`src/rtl/mmu_tlb_if.sv`:
```
// Lookup/response, fill and flush channels of the TLB.
// The TLB drives the slave side; the requester drives the master side.
interface mmu_tlb_if #(
  parameter int VPN_WIDTH  = 20,
  parameter int PPN_WIDTH  = 20,
  parameter int ASID_WIDTH = 9
);
  logic                  lookup_valid_i;
  logic                  lookup_ready_o;
  logic [VPN_WIDTH-1:0]  lookup_vpn_i;
  logic [ASID_WIDTH-1:0] lookup_asid_i;
  logic                  lookup_is_write_i;
  logic                  lookup_is_fetch_i;
  logic                  lookup_user_i;

  logic                  resp_valid_o;
  logic                  resp_hit_o;
  logic [PPN_WIDTH-1:0]  resp_ppn_o;
  logic                  resp_fault_o;
  logic [3:0]            resp_fault_type_o;

  logic                  fill_valid_i;
  logic                  fill_ready_o;
  logic [VPN_WIDTH-1:0]  fill_vpn_i;
  logic [PPN_WIDTH-1:0]  fill_ppn_i;
  logic [ASID_WIDTH-1:0] fill_asid_i;
  logic [7:0]            fill_perm_i;

  logic                  flush_valid_i;
  logic                  flush_all_i;
  logic [ASID_WIDTH-1:0] flush_asid_i;
  logic                  flush_done_o;

  modport master (
    output lookup_valid_i, lookup_vpn_i, lookup_asid_i, lookup_is_write_i,
           lookup_is_fetch_i, lookup_user_i,
           fill_valid_i, fill_vpn_i, fill_ppn_i, fill_asid_i, fill_perm_i,
           flush_valid_i, flush_all_i, flush_asid_i,
    input  lookup_ready_o, resp_valid_o, resp_hit_o, resp_ppn_o, resp_fault_o,
           resp_fault_type_o, fill_ready_o, flush_done_o
  );

  modport slave (
    input  lookup_valid_i, lookup_vpn_i, lookup_asid_i, lookup_is_write_i,
           lookup_is_fetch_i, lookup_user_i,
           fill_valid_i, fill_vpn_i, fill_ppn_i, fill_asid_i, fill_perm_i,
           flush_valid_i, flush_all_i, flush_asid_i,
    output lookup_ready_o, resp_valid_o, resp_hit_o, resp_ppn_o, resp_fault_o,
           resp_fault_type_o, fill_ready_o, flush_done_o
  );
endinterface

```
`src/rtl/mmu_tlb.sv`:
```
// Set-associative TLB with permission checks, round-robin replacement and set-walking flush.
// MMU_TLB_ASID_EN enables ASID tags, ASID matching and ASID-selective flush.
module mmu_tlb #(
  parameter int TLB_ENTRIES = 16,
  parameter int TLB_WAYS    = 2,
  parameter int VPN_WIDTH   = 20,
  parameter int PPN_WIDTH   = 20,
  parameter int ASID_WIDTH  = 9
) (
  input  logic     clk_i,
  input  logic     rst_i,
  mmu_tlb_if.slave tlb
);
  localparam int SETS  = TLB_ENTRIES / TLB_WAYS;
  localparam int IDX_W = (SETS > 1) ? $clog2(SETS) : 0;
  localparam int SET_W = (IDX_W > 0) ? IDX_W : 1;
  localparam int WAY_W = (TLB_WAYS > 1) ? $clog2(TLB_WAYS) : 1;
  localparam int P_X = 0, P_W = 1, P_R = 2, P_U = 3, P_D = 4, P_G = 5;
`ifdef MMU_TLB_ASID_EN
  localparam int PERM_W = 6;
`else
  localparam int PERM_W = 5;
`endif

  typedef enum logic [1:0] {IDLE, FLUSH, DONE} state_t;
  state_t r_state, w_state_nxt;

  logic [TLB_WAYS-1:0]   r_vld  [SETS];
  logic [WAY_W-1:0]      r_vic  [SETS];
  logic [VPN_WIDTH-1:0]  r_vpn  [SETS][TLB_WAYS];
  logic [PPN_WIDTH-1:0]  r_ppn  [SETS][TLB_WAYS];
  logic [PERM_W-1:0]     r_perm [SETS][TLB_WAYS];
`ifdef MMU_TLB_ASID_EN
  logic [ASID_WIDTH-1:0] r_asid [SETS][TLB_WAYS];
  logic                  r_fl_all;
  logic [ASID_WIDTH-1:0] r_fl_asid;
`endif
  logic [SET_W-1:0]      r_fl_idx;

  logic                  r_resp_valid, r_resp_hit, r_resp_fault;
  logic [PPN_WIDTH-1:0]  r_resp_ppn;
  logic [3:0]            r_resp_type;

  logic                  w_idle, w_lk_rdy, w_fill_rdy, w_lk_acc, w_fill_acc, w_flush_start;
  logic [SET_W-1:0]      w_lk_set, w_fill_set;
  logic [TLB_WAYS-1:0]   w_lk_match, w_fill_match, w_flush_clr;
  logic                  w_hit;
  logic [PPN_WIDTH-1:0]  w_hit_ppn;
  logic [PERM_W-1:0]     w_hit_perm, w_fill_perm;
  logic [3:0]            w_type;
  logic [WAY_W-1:0]      w_fill_way, w_vic_nxt;
  logic                  w_use_vic;
  logic                  w_unused;

  assign w_idle        = (r_state == IDLE);
  assign w_lk_rdy      = w_idle && !tlb.fill_valid_i && !tlb.flush_valid_i;
  assign w_fill_rdy    = w_idle && !tlb.flush_valid_i;
  assign w_lk_acc      = tlb.lookup_valid_i && w_lk_rdy;
  assign w_fill_acc    = tlb.fill_valid_i && w_fill_rdy;
  assign w_flush_start = w_idle && tlb.flush_valid_i;
  assign w_lk_set      = SET_W'(tlb.lookup_vpn_i & VPN_WIDTH'(SETS - 1));
  assign w_fill_set    = SET_W'(tlb.fill_vpn_i & VPN_WIDTH'(SETS - 1));

`ifdef MMU_TLB_ASID_EN
  assign w_fill_perm = {tlb.fill_perm_i[5], tlb.fill_perm_i[7], tlb.fill_perm_i[4:1]};
  assign w_unused    = tlb.fill_perm_i[6];
`else
  assign w_fill_perm = {tlb.fill_perm_i[7], tlb.fill_perm_i[4:1]};
  assign w_unused    = ^{tlb.fill_perm_i[6:5], tlb.flush_all_i, tlb.flush_asid_i,
                         tlb.lookup_asid_i, tlb.fill_asid_i};
`endif

  always_comb begin
    w_lk_match   = '0;
    w_fill_match = '0;
    w_flush_clr  = '0;
    for (int unsigned w = 0; w < TLB_WAYS; w++) begin
      w_lk_match[w]   = r_vld[w_lk_set][w] && (r_vpn[w_lk_set][w] == tlb.lookup_vpn_i);
      w_fill_match[w] = r_vld[w_fill_set][w] && (r_vpn[w_fill_set][w] == tlb.fill_vpn_i);
`ifdef MMU_TLB_ASID_EN
      w_lk_match[w]   = w_lk_match[w] && (r_perm[w_lk_set][w][P_G] ||
                        (r_asid[w_lk_set][w] == tlb.lookup_asid_i));
      w_fill_match[w] = w_fill_match[w] && (r_asid[w_fill_set][w] == tlb.fill_asid_i);
      w_flush_clr[w]  = r_fl_all || ((r_asid[r_fl_idx][w] == r_fl_asid) &&
                        !r_perm[r_fl_idx][w][P_G]);
`else
      w_flush_clr[w]  = 1'b1;
`endif
    end
  end

  always_comb begin
    w_hit      = 1'b0;
    w_hit_ppn  = '0;
    w_hit_perm = '0;
    for (int unsigned w = 0; w < TLB_WAYS; w++) begin
      if (w_lk_match[w] && !w_hit) begin
        w_hit      = 1'b1;
        w_hit_ppn  = r_ppn[w_lk_set][w];
        w_hit_perm = r_perm[w_lk_set][w];
      end
    end
    w_type = 4'd0;
    if (w_hit) begin
      if (!w_hit_perm[P_U] && tlb.lookup_user_i)                              w_type = 4'd4;
      else if (tlb.lookup_is_fetch_i && !w_hit_perm[P_X])                     w_type = 4'd1;
      else if (tlb.lookup_is_write_i && (!w_hit_perm[P_W] || !w_hit_perm[P_D])) w_type = 4'd2;
      else if (!tlb.lookup_is_fetch_i && !tlb.lookup_is_write_i && !w_hit_perm[P_R])
                                                                              w_type = 4'd3;
    end
  end

  // w_use_vic doubles as "no way chosen yet": matching way, then first invalid, then victim.
  always_comb begin
    w_fill_way = r_vic[w_fill_set];
    w_use_vic  = 1'b1;
    for (int unsigned w = 0; w < TLB_WAYS; w++) begin
      if (w_use_vic && w_fill_match[w]) begin
        w_fill_way = WAY_W'(w);
        w_use_vic  = 1'b0;
      end
    end
    for (int unsigned w = 0; w < TLB_WAYS; w++) begin
      if (w_use_vic && !r_vld[w_fill_set][w]) begin
        w_fill_way = WAY_W'(w);
        w_use_vic  = 1'b0;
      end
    end
    w_vic_nxt = (r_vic[w_fill_set] == WAY_W'(TLB_WAYS - 1)) ? '0 : r_vic[w_fill_set] + 1'b1;
  end

  always_comb begin
    w_state_nxt = r_state;
    case (r_state)
      IDLE:    if (tlb.flush_valid_i) w_state_nxt = FLUSH;
      FLUSH:   if (r_fl_idx == SET_W'(SETS - 1)) w_state_nxt = DONE;
      DONE:    w_state_nxt = IDLE;
      default: w_state_nxt = IDLE;
    endcase
  end

  always_ff @(posedge clk_i or posedge rst_i) begin
    if (rst_i) r_state <= IDLE;
    else       r_state <= w_state_nxt;
  end

  always_ff @(posedge clk_i or posedge rst_i) begin
    if (rst_i) begin
      for (int unsigned s = 0; s < SETS; s++) begin
        r_vld[s] <= '0;
        r_vic[s] <= '0;
      end
      r_fl_idx     <= '0;
`ifdef MMU_TLB_ASID_EN
      r_fl_all     <= 1'b0;
      r_fl_asid    <= '0;
`endif
      r_resp_valid <= 1'b0;
      r_resp_hit   <= 1'b0;
      r_resp_ppn   <= '0;
      r_resp_fault <= 1'b0;
      r_resp_type  <= '0;
    end else begin
      r_resp_valid <= w_lk_acc;
      r_resp_hit   <= w_lk_acc && w_hit;
      r_resp_ppn   <= (w_lk_acc && w_hit) ? w_hit_ppn : '0;
      r_resp_type  <= w_lk_acc ? w_type : 4'd0;
      r_resp_fault <= w_lk_acc && (w_type != 4'd0);
      if (w_flush_start) begin
        r_fl_idx  <= '0;
`ifdef MMU_TLB_ASID_EN
        r_fl_all  <= tlb.flush_all_i;
        r_fl_asid <= tlb.flush_asid_i;
`endif
      end else if (r_state == FLUSH) begin
        r_fl_idx <= r_fl_idx + 1'b1;
        r_vld[r_fl_idx] <= r_vld[r_fl_idx] & ~w_flush_clr;
      end
      if (w_fill_acc) begin
        r_vld[w_fill_set][w_fill_way] <= tlb.fill_perm_i[0];
        if (w_use_vic) r_vic[w_fill_set] <= w_vic_nxt;
      end
    end
  end

  always_ff @(posedge clk_i) begin
    if (w_fill_acc) begin
      r_vpn[w_fill_set][w_fill_way]  <= tlb.fill_vpn_i;
      r_ppn[w_fill_set][w_fill_way]  <= tlb.fill_ppn_i;
      r_perm[w_fill_set][w_fill_way] <= w_fill_perm;
`ifdef MMU_TLB_ASID_EN
      r_asid[w_fill_set][w_fill_way] <= tlb.fill_asid_i;
`endif
    end
  end

  assign tlb.lookup_ready_o    = w_lk_rdy;
  assign tlb.fill_ready_o      = w_fill_rdy;
  assign tlb.flush_done_o      = (r_state == DONE);
  assign tlb.resp_valid_o      = r_resp_valid;
  assign tlb.resp_hit_o        = r_resp_hit;
  assign tlb.resp_ppn_o        = r_resp_ppn;
  assign tlb.resp_fault_o      = r_resp_fault;
  assign tlb.resp_fault_type_o = r_resp_type;
endmodule

```
`src/flat_wrapper.sv`:
```
// flat-port wrapper written by rule: the top's interface ports become plain ports
module mmu_tlb_flat 
#(
  parameter int TLB_ENTRIES = 16,
  parameter int TLB_WAYS    = 2,
  parameter int VPN_WIDTH   = 20,
  parameter int PPN_WIDTH   = 20,
  parameter int ASID_WIDTH  = 9
)
  (clk_i, rst_i, tlb_lookup_valid_i, tlb_lookup_vpn_i, tlb_lookup_asid_i, tlb_lookup_is_write_i, tlb_lookup_is_fetch_i, tlb_lookup_user_i, tlb_fill_valid_i, tlb_fill_vpn_i, tlb_fill_ppn_i, tlb_fill_asid_i, tlb_fill_perm_i, tlb_flush_valid_i, tlb_flush_all_i, tlb_flush_asid_i, tlb_lookup_ready_o, tlb_resp_valid_o, tlb_resp_hit_o, tlb_resp_ppn_o, tlb_resp_fault_o, tlb_resp_fault_type_o, tlb_fill_ready_o, tlb_flush_done_o);
  mmu_tlb_if #(.VPN_WIDTH(VPN_WIDTH), .PPN_WIDTH(PPN_WIDTH), .ASID_WIDTH(ASID_WIDTH)) tlb_i ();
  input  logic clk_i;
  input  logic rst_i;
  input wire logic [$bits(tlb_i.lookup_valid_i)-1:0] tlb_lookup_valid_i;
  input wire logic [$bits(tlb_i.lookup_vpn_i)-1:0] tlb_lookup_vpn_i;
  input wire logic [$bits(tlb_i.lookup_asid_i)-1:0] tlb_lookup_asid_i;
  input wire logic [$bits(tlb_i.lookup_is_write_i)-1:0] tlb_lookup_is_write_i;
  input wire logic [$bits(tlb_i.lookup_is_fetch_i)-1:0] tlb_lookup_is_fetch_i;
  input wire logic [$bits(tlb_i.lookup_user_i)-1:0] tlb_lookup_user_i;
  input wire logic [$bits(tlb_i.fill_valid_i)-1:0] tlb_fill_valid_i;
  input wire logic [$bits(tlb_i.fill_vpn_i)-1:0] tlb_fill_vpn_i;
  input wire logic [$bits(tlb_i.fill_ppn_i)-1:0] tlb_fill_ppn_i;
  input wire logic [$bits(tlb_i.fill_asid_i)-1:0] tlb_fill_asid_i;
  input wire logic [$bits(tlb_i.fill_perm_i)-1:0] tlb_fill_perm_i;
  input wire logic [$bits(tlb_i.flush_valid_i)-1:0] tlb_flush_valid_i;
  input wire logic [$bits(tlb_i.flush_all_i)-1:0] tlb_flush_all_i;
  input wire logic [$bits(tlb_i.flush_asid_i)-1:0] tlb_flush_asid_i;
  output wire logic [$bits(tlb_i.lookup_ready_o)-1:0] tlb_lookup_ready_o;
  output wire logic [$bits(tlb_i.resp_valid_o)-1:0] tlb_resp_valid_o;
  output wire logic [$bits(tlb_i.resp_hit_o)-1:0] tlb_resp_hit_o;
  output wire logic [$bits(tlb_i.resp_ppn_o)-1:0] tlb_resp_ppn_o;
  output wire logic [$bits(tlb_i.resp_fault_o)-1:0] tlb_resp_fault_o;
  output wire logic [$bits(tlb_i.resp_fault_type_o)-1:0] tlb_resp_fault_type_o;
  output wire logic [$bits(tlb_i.fill_ready_o)-1:0] tlb_fill_ready_o;
  output wire logic [$bits(tlb_i.flush_done_o)-1:0] tlb_flush_done_o;
  assign tlb_i.lookup_valid_i = tlb_lookup_valid_i;
  assign tlb_i.lookup_vpn_i = tlb_lookup_vpn_i;
  assign tlb_i.lookup_asid_i = tlb_lookup_asid_i;
  assign tlb_i.lookup_is_write_i = tlb_lookup_is_write_i;
  assign tlb_i.lookup_is_fetch_i = tlb_lookup_is_fetch_i;
  assign tlb_i.lookup_user_i = tlb_lookup_user_i;
  assign tlb_i.fill_valid_i = tlb_fill_valid_i;
  assign tlb_i.fill_vpn_i = tlb_fill_vpn_i;
  assign tlb_i.fill_ppn_i = tlb_fill_ppn_i;
  assign tlb_i.fill_asid_i = tlb_fill_asid_i;
  assign tlb_i.fill_perm_i = tlb_fill_perm_i;
  assign tlb_i.flush_valid_i = tlb_flush_valid_i;
  assign tlb_i.flush_all_i = tlb_flush_all_i;
  assign tlb_i.flush_asid_i = tlb_flush_asid_i;
  assign tlb_lookup_ready_o = tlb_i.lookup_ready_o;
  assign tlb_resp_valid_o = tlb_i.resp_valid_o;
  assign tlb_resp_hit_o = tlb_i.resp_hit_o;
  assign tlb_resp_ppn_o = tlb_i.resp_ppn_o;
  assign tlb_resp_fault_o = tlb_i.resp_fault_o;
  assign tlb_resp_fault_type_o = tlb_i.resp_fault_type_o;
  assign tlb_fill_ready_o = tlb_i.fill_ready_o;
  assign tlb_flush_done_o = tlb_i.flush_done_o;
  mmu_tlb #(.TLB_ENTRIES(TLB_ENTRIES), .TLB_WAYS(TLB_WAYS), .VPN_WIDTH(VPN_WIDTH), .PPN_WIDTH(PPN_WIDTH), .ASID_WIDTH(ASID_WIDTH)) u_core (.clk_i(clk_i), .rst_i(rst_i), .tlb(tlb_i));
endmodule
```
`config.mk`:
```
export PLATFORM = sky130hd
export DESIGN_NAME = mmu_tlb_flat
export DESIGN_NICKNAME = d
export VERILOG_FILES = /design/src/rtl/mmu_tlb_if.sv /design/src/rtl/mmu_tlb.sv /design/src/flat_wrapper.sv
export SDC_FILE = /design/constraint.sdc
export NUM_CORES = 1
export LEC_CHECK = 0
export CORE_UTILIZATION = 26
export CTS_BUF_LIST = sky130_fd_sc_hd__clkbuf_16
export DETAILED_ROUTE_END_ITERATION = 8
export HOLD_SLACK_MARGIN = 0.05
export PLACE_DENSITY = 0.53
export SLEW_MARGIN = 25
export SYNTH_ARGS = -nofsm -noshare
export SYNTH_HDL_FRONTEND = slang
export SYNTH_SLANG_ARGS = --single-unit
export TNS_END_PERCENT = 30
```
`constraint.sdc`:
```
create_clock -name clk_i -period 5.1 [get_ports clk_i]
set_input_delay 0.765 -clock clk_i [delete_from_list [all_inputs] [get_ports clk_i]]
set_output_delay 0.765 -clock clk_i [all_outputs]
set_load 0.005 [all_outputs]
```
==> metrics, run 1 <==
DIE AREA=128000 um2; final wirelength=94000 um; floorplan row count=130; Hold WS=0.503 ns; Worst-path clk slew=0.06 ns; routability congestion estimate=between 0.8 and 0.9; Peak supply drop=238 uV; PortBufs=102; Routed Antenna Nets=0; Leak Pwr=13.3 nW; status=finished clean; Avg Inst Size Synth=19.0 um2; CP Launch Type=input port; largest net degree at the start of global routing=87; Worst Reg-to-Reg Cells=11; CP max FO=35; initial DRC count=1663; Via Count=18008; worst clock skew=0.0225 ns; Yosys warnings=0; sequential fraction of design power=49.6%; root buffer selected by CTS=clkbuf_16; commonest non-fill, non-tap cells in the layout=edfxtp_1 (720), mux4_2 (192), mux2i_1 (138), buf_4 (105), clkdlybuf4s50_1 (96); Die Y=358 um; Netlist cell types=75; sequential share of the synthesized area=between 60% and 70%; Reg2Reg Setup Slack=1.40 ns; Die W=358 um; EDFF count, synth=720; internal power=11.1 mW; Gate Count Post-Synth=1740; commonest non-fill, non-tap cell in the layout=edfxtp_1; # Max-Cap Violations=0; asr flop ratio synth=7.10%; FF+latch count, synth=775; Setup CP Type=in2reg; hold crit path type=in2async; total core area=126000 um2; Clk pwr share=42.2%; Setup WS post-layout=0.979 ns; Syn Nets=1846; Setup Viol. Count Final=0; 1st-pass router iterations=5; Final Power=14.4 mW; worst skew pair latency=around 0.65 ns; grt total ovfl=0; sw frac=23.0%; crit path DAT=~4.5 ns; Tot GR Track Use=14.6%; # Post-CTS Setup Buffers=0; CTS tree=yes; DRC Markers=0; I/O Pins=134; reg2reg start=u_core.r_vpn[7][8]; Fin. Hold Viols=0; Power Dens Cells=356 nW/um2; Max-slew headroom=39.7%; Crit. End Element=flip-flop; H-tree Lvls=3; CP Data Required Time=5.44 ns; TritonCTS buffer count=84; Final Critical Period=around 4 ns; CTS Hold Bufs=0; initial antenna violation count=9; Area growth, synth to finish=22.2%; DR vias/cell=4.86; final net count=2094; post-synthesis cell area=around 33000 um2; PostCTS Resize Cnt=0; final std cells w/o fill=3709; Slew Viols, Final=0; layout cell share with drive strength beyond 1=27.2%; Clock Sinks=775; WL/cell=25.3 um; first-pass GRT wire length=136000 um; unrepaired setup endpoints after global routing=false; Worst Tran Pin Value=0.905 ns; Primary FF master, synth=edfxtp_1; placed cells=3552; DP Wirelength=60800 um; sw power=~3.3 mW; CTS max path bufs=3; starting density of the core=26.3%; Post-Place Setup Slack=0.322 ns; Logic pwr share=roughly 8.1%; fin crit share=80.8%; vias in the first global route=19114; reg-to-reg endpoint=u_core.r_vpn[5][9]; Max Freq=243 MHz
[cell type report]
type / count / area, um2
Antenna cell: 2 / 5.00
Clock buffer: 86 / 2150
Clock inverter: 69 / 601
Fill cell: 12018 / 85400
Inverter: 13 / 50.0
Multi-Input combinational cell: 853 / 9540
Sequential cell: 775 / 23000
Tap cell: 1650 / 2060
Timing Repair Buffer: 261 / 2940
[power by group through the flow]
stage | clock, mW | sequential (mW) | combinational [mW]
finish | 6.06 | 7.13 | 1.17
global route | 6.44 | 7.14 | 1.26
CTS | 6.20 | 7.13 | 1.18
detailed placement | 0 | 7.26 | 1.18
global placement | 0 | 7.25 | 1.16
floorplan | 0 | 7.23 | 0.687
[registers in the layout, indices dropped and copies added, names as in the netlist]
name and cells:
u_core.r_fl_idx 3, u_core.r_vic 8, u_core.tlb.resp_ppn_o 20, u_core.r_vld 16, u_core.tlb.resp_fault_type_o 3, u_core.tlb.resp_hit_o 1
u_core.tlb.resp_fault_o 1, u_core.r_ppn 320, u_core.r_state 2, u_core.r_vpn 320, u_core.r_perm 80, u_core.tlb.resp_valid_o 1
[synth_stat cells, types with 3 or more instances]
cell	n	area (um2)
a22oi_1	14	105
o21a_1	3	22.5
buf_2	55	275
nor3b_1	4	30.0
clkbuf_1	26	97.6
and3_1	5	31.3
dfrtp_1	55	1380
and3b_1	4	35.0
nand3b_1	4	30.0
o211ai_1	6	45.0
a221o_1	9	90.1
xnor2_1	31	272
buf_1	5	18.8
nand2b_1	10	62.6
or2_2	3	18.8
nor2_2	3	18.8
o21ai_0	21	105
nor3_1	5	25.0
a22o_1	6	52.6
nor4_1	11	68.8
mux2i_1	138	1380
xor2_1	34	298
nor2b_1	20	125
o22a_1	12	105
inv_1	11	41.3
mux4_2	192	4320
buf_4	9	67.6
nor2b_4	3	41.3
a221oi_1	31	272
buf_6	4	45.0
o211a_1	3	30.0
a211oi_1	5	37.5
edfxtp_1	720	21600
a21oi_1	18	90.1
nand4_1	15	93.8
nand2_1	60	225
mux2_2	51	574
o22ai_1	17	106
and2_1	5	31.3
nand3_1	28	140
or3b_2	4	35.0
nor2_1	38	143
[routing by layer]
metal	up-vias	GRT usage [%]	wire, um
li1	7695	-	-
met1	9587	19.8	40700
met3	140	3.05	5710
met4	10	4.17	2270
met2	576	23.8	45200
met5	-	0	55
[worst max-delay path, cell delays in order]
cell and delay (ns):
buf_4 0.46, nor2b_1 0.64, a221o_1 0.29, a221oi_2 0.07
xnor2_1 0.20, or4_4 0.53, nor4_4 0.46, o21bai_2 0.13
buf_12 0.17, buf_4 0.14, nor2_4 0.26, buf_4 0.27
[worst max path at each step]
stage                      start                   to  slack [ns]
3_3_place_gp   tlb_fill_vpn_i[1]  u_core.r_ppn[5][19]        0.35
6_report       tlb_fill_vpn_i[2]   u_core.r_vpn[5][9]        0.98
3_5_place_dp   tlb_fill_vpn_i[1]  u_core.r_ppn[5][19]        0.32
2_1_floorplan  tlb_fill_vpn_i[0]  u_core.r_perm[4][0]       -0.27
5_1_grt        tlb_fill_vpn_i[1]  u_core.r_vpn[0][17]        0.92
4_1_cts        tlb_fill_vpn_i[1]   u_core.r_ppn[5][0]        1.02
[per-stage QoR]
| stage | utilization, % | TNS, ns | area (um2) |
|---|---|---|---|
| after detailed placement | 29.9 | 0 | 37600 |
| after global routing | 32.1 | 0 | 40300 |
| after global placement | 29.9 | 0 | 37600 |
| final | 32.1 | 0 | 40300 |
| after CTS | 32.1 | 0 | 40300 |
| after floorplan | - | -24.80 | 33000 |
[cells by family after synthesis]
kind of cell               synth area share (%)
DFF                                        69.7
and+or+nand+nor                            3.94
buffers and inverters                      1.68
other                                    0.0114
AOI/OAI and AO/OA                          3.87
adders and majority gates                0.0758
xor gates and xnor gates                   1.72
muxes                                      19.0
No activity file was read; power rests on OpenSTA's default activity.
==> inputs of run 2 (changes only) <==
--- a/config.mk
+++ b/config.mk
@@ -9,7 +9,7 @@
 export CTS_BUF_LIST = sky130_fd_sc_hd__clkbuf_16
 export DETAILED_ROUTE_END_ITERATION = 8
 export HOLD_SLACK_MARGIN = 0.05
-export PLACE_DENSITY = 0.53
+export PLACE_DENSITY = 0.52
 export SLEW_MARGIN = 25
 export SYNTH_ARGS = -nofsm -noshare
 export SYNTH_HDL_FRONTEND = slang
==> constraint.sdc (replaced) <==
create_clock -name clk_i -period 3.8 [get_ports clk_i]
set_input_delay 0.57 -clock clk_i [delete_from_list [all_inputs] [get_ports clk_i]]
set_output_delay 0.57 -clock clk_i [all_outputs]
set_load 0.005 [all_outputs]
==> run 2 against run 1 <==
First-iteration DRC count is 2.8% lower. Critical endpoint is now u_core.r_vpn[1][11]. Critical path type is now reg2reg. Final cell count is 2.4% higher. Critical path depth is 1 lower. Sequential share of layout area is 0.91 points lower. Core utilization is 0.52 points higher. Non-clock buffer count is 100 higher. Sequential cell count stayed put. Clock skew is 0.025 ns higher. Global-route usage is 0.12 points higher. Combinational power is 46% higher.
==> metrics, run 2 (synthesized netlist as in run 1, its figures left out) <==
status=finished clean; Tot GR Track Use=14.8%; DRC Markers=0; crit path DAT=just under 4 ns; Setup CP Type=reg2reg; vias in the first global route=19352; worst clock skew=0.0475 ns; final net count=2192; Routed Antenna Nets=0; floorplan row count=130; H-tree Lvls=3; grt total ovfl=0; Die Y=about 360 um; storage element area=23000 um2; final wirelength=approximately 95000 um; layout cell share with drive strength beyond 1=30.6%; largest net degree at the start of global routing=59; TritonCTS buffer count=82; DIE AREA=between 100000 and 150000 um2; # Max-Cap Violations=0; PortBufs=102; total core area=126000 um2; top flop regs=u_core.r_ppn (320), u_core.r_vpn (320), u_core.r_perm (80); root buffer selected by CTS=clkbuf_16; most numerous cell on the critical path=buf_4; commonest non-fill, non-tap cells in the layout=edfxtp_1 (720), buf_4 (201), mux4_2 (192), mux2i_1 (138), clkdlybuf4s50_1 (96); Fin. Hold Viols=0; Final Critical Period=3.68 ns; Area growth, synth to finish=24.2%; hold crit path type=in2async; unrepaired setup endpoints after global routing=false; reg2reg start=u_core.r_vpn[3][8]; Setup Viol. Count Final=0; setup total negative slack=0 ns; fillers=11995; fin crit share=96.8%; WL/cell=between 20 and 25 um; CTS max path bufs=3; worst path cell trace=mux2_4 > a221o_1 > a221oi_2 > xnor2_1 > or4_4 > nor4_4 > buf_4 > o21bai_4 > buf_4 > nor2_4 > buf_4; Max-slew headroom=39.6%; worst skew pair latency=roughly 0.64 ns; starting density of the core=26.3%; routability congestion estimate=0.816; Slew Viols, Final=0; Worst Reg-to-Reg Cells=11; Die W=358 um; DR vias/cell=4.82; Placed Area=around 38000 um2; Peak supply drop=346 uV; Power Dens Cells=463 nW/um2; CP Data Required Time=4.08 ns; 1st-pass router iterations=5; Crit. End Element=flip-flop; I/O Pins=around 130; slowest stage delay, CP=around 0.52 ns; Worst Tran Pin Value=slightly above 0.9 ns; initial DRC count=between 1500 and 2000; Leak Pwr=13.7 nW; Final Instance Area=approximately 40000 um2; reg-to-reg endpoint=u_core.r_vpn[1][11]; DP Wirelength=63300 um; Via Count=18289; Worst-path clk slew=~0.060 ns; Clock Sinks=approximately 780; Slowest-stage cell, CP=or4_4; antenna diode count=0; multi-input logic area=9600 um2; CTS tree=yes; Reg2Reg Setup Slack=~0.12 ns; CP Launch Type=flip-flop; Max Freq=about 270 MHz; initial antenna violation count=3; first-pass GRT wire length=137000 um; CP max FO=14; commonest non-fill, non-tap cell in the layout=edfxtp_1
[run 2: cell type report]
| type | instances | area share (%) |
|---|---|---|
| Tap cell | 1650 | 5.04 |
| Sequential cell | 775 | 56.1 |
| Clock inverter | 63 | 1.18 |
| Timing Repair Buffer | 361 | 9.08 |
| Multi-Input combinational cell | 853 | 23.4 |
| Inverter | 13 | 0.122 |
| Clock buffer | 83 | 5.07 |
[run 2: worst max path at each step]
stage,endpoint,cells after the start,startpoint
floorplan,u_core.r_perm[0][0],9,tlb_fill_vpn_i[2]
global placement,u_core.r_vpn[5][30],12,tlb_fill_vpn_i[1]
detailed placement,u_core.r_vpn[5][30],12,tlb_fill_vpn_i[1]
CTS,u_core.tlb.resp_fault_type_o[0],12,u_core.r_vpn[7][34]
global route,u_core.tlb.resp_fault_type_o[0],12,u_core.r_vld[7]
finish,u_core.r_vpn[1][11],11,u_core.r_vpn[3][8]
[run 2: metal layers]
layer,up-vias,global-route usage (%),routed length [um]
li1,7881,-,-
met1,9742,20.4,42400
met2,525,23.9,45100
met3,135,2.75,5180
met4,6,3.48,1860
met5,-,0,41
[run 2: stage by stage]
| step | std cells | setup WS, ns | util, % | total power [mW] | hold WS, ns |
|---|---|---|---|---|---|
| after CTS | 3796 | 0.0294 | 32.6 | 19.2 | 0.387 |
| after global placement | 3650 | -0.823 | 30.5 | 11.4 | 0.484 |
| after detailed placement | 3650 | -0.797 | 30.5 | 11.5 | 0.489 |
| after floorplan | 1740 | -0.731 | - | 10.6 | 0.474 |
| final | 3798 | 0.120 | 32.6 | 19.0 | 0.372 |
| after global routing | 3798 | 0.0141 | 32.6 | 19.6 | 0.414 |
[run 2: worst max-delay path, delay by kind of cell, from the launching register on]
kind                      cells  cell delay [ns]
and+or+nand+nor               3             0.94
DFF                           1             0.40
muxes                         1             0.28
xor gates and xnor gates      1             0.16
buffers and inverters         3             0.74
AOI/OAI and AO/OA             3             0.80
[run 2: report_power, final]
group          leakage, nW  internal (mW)  switching, mW
registers             7.22           9.46          0.114
logic                 5.19          0.776          0.932
clock network         1.31           4.38           3.33
[run 2: repair_timing]
| action | in CTS | in global routing |
|---|---|---|
| setup buffers | 0 | 2 |
| cloned | 0 | 0 |
| resized for setup | 4 | 8 |
| hold buffers | 0 | 0 |
| endpoints found under the setup margin | 467 | 82 |
| pin swaps | 0 | 5 |
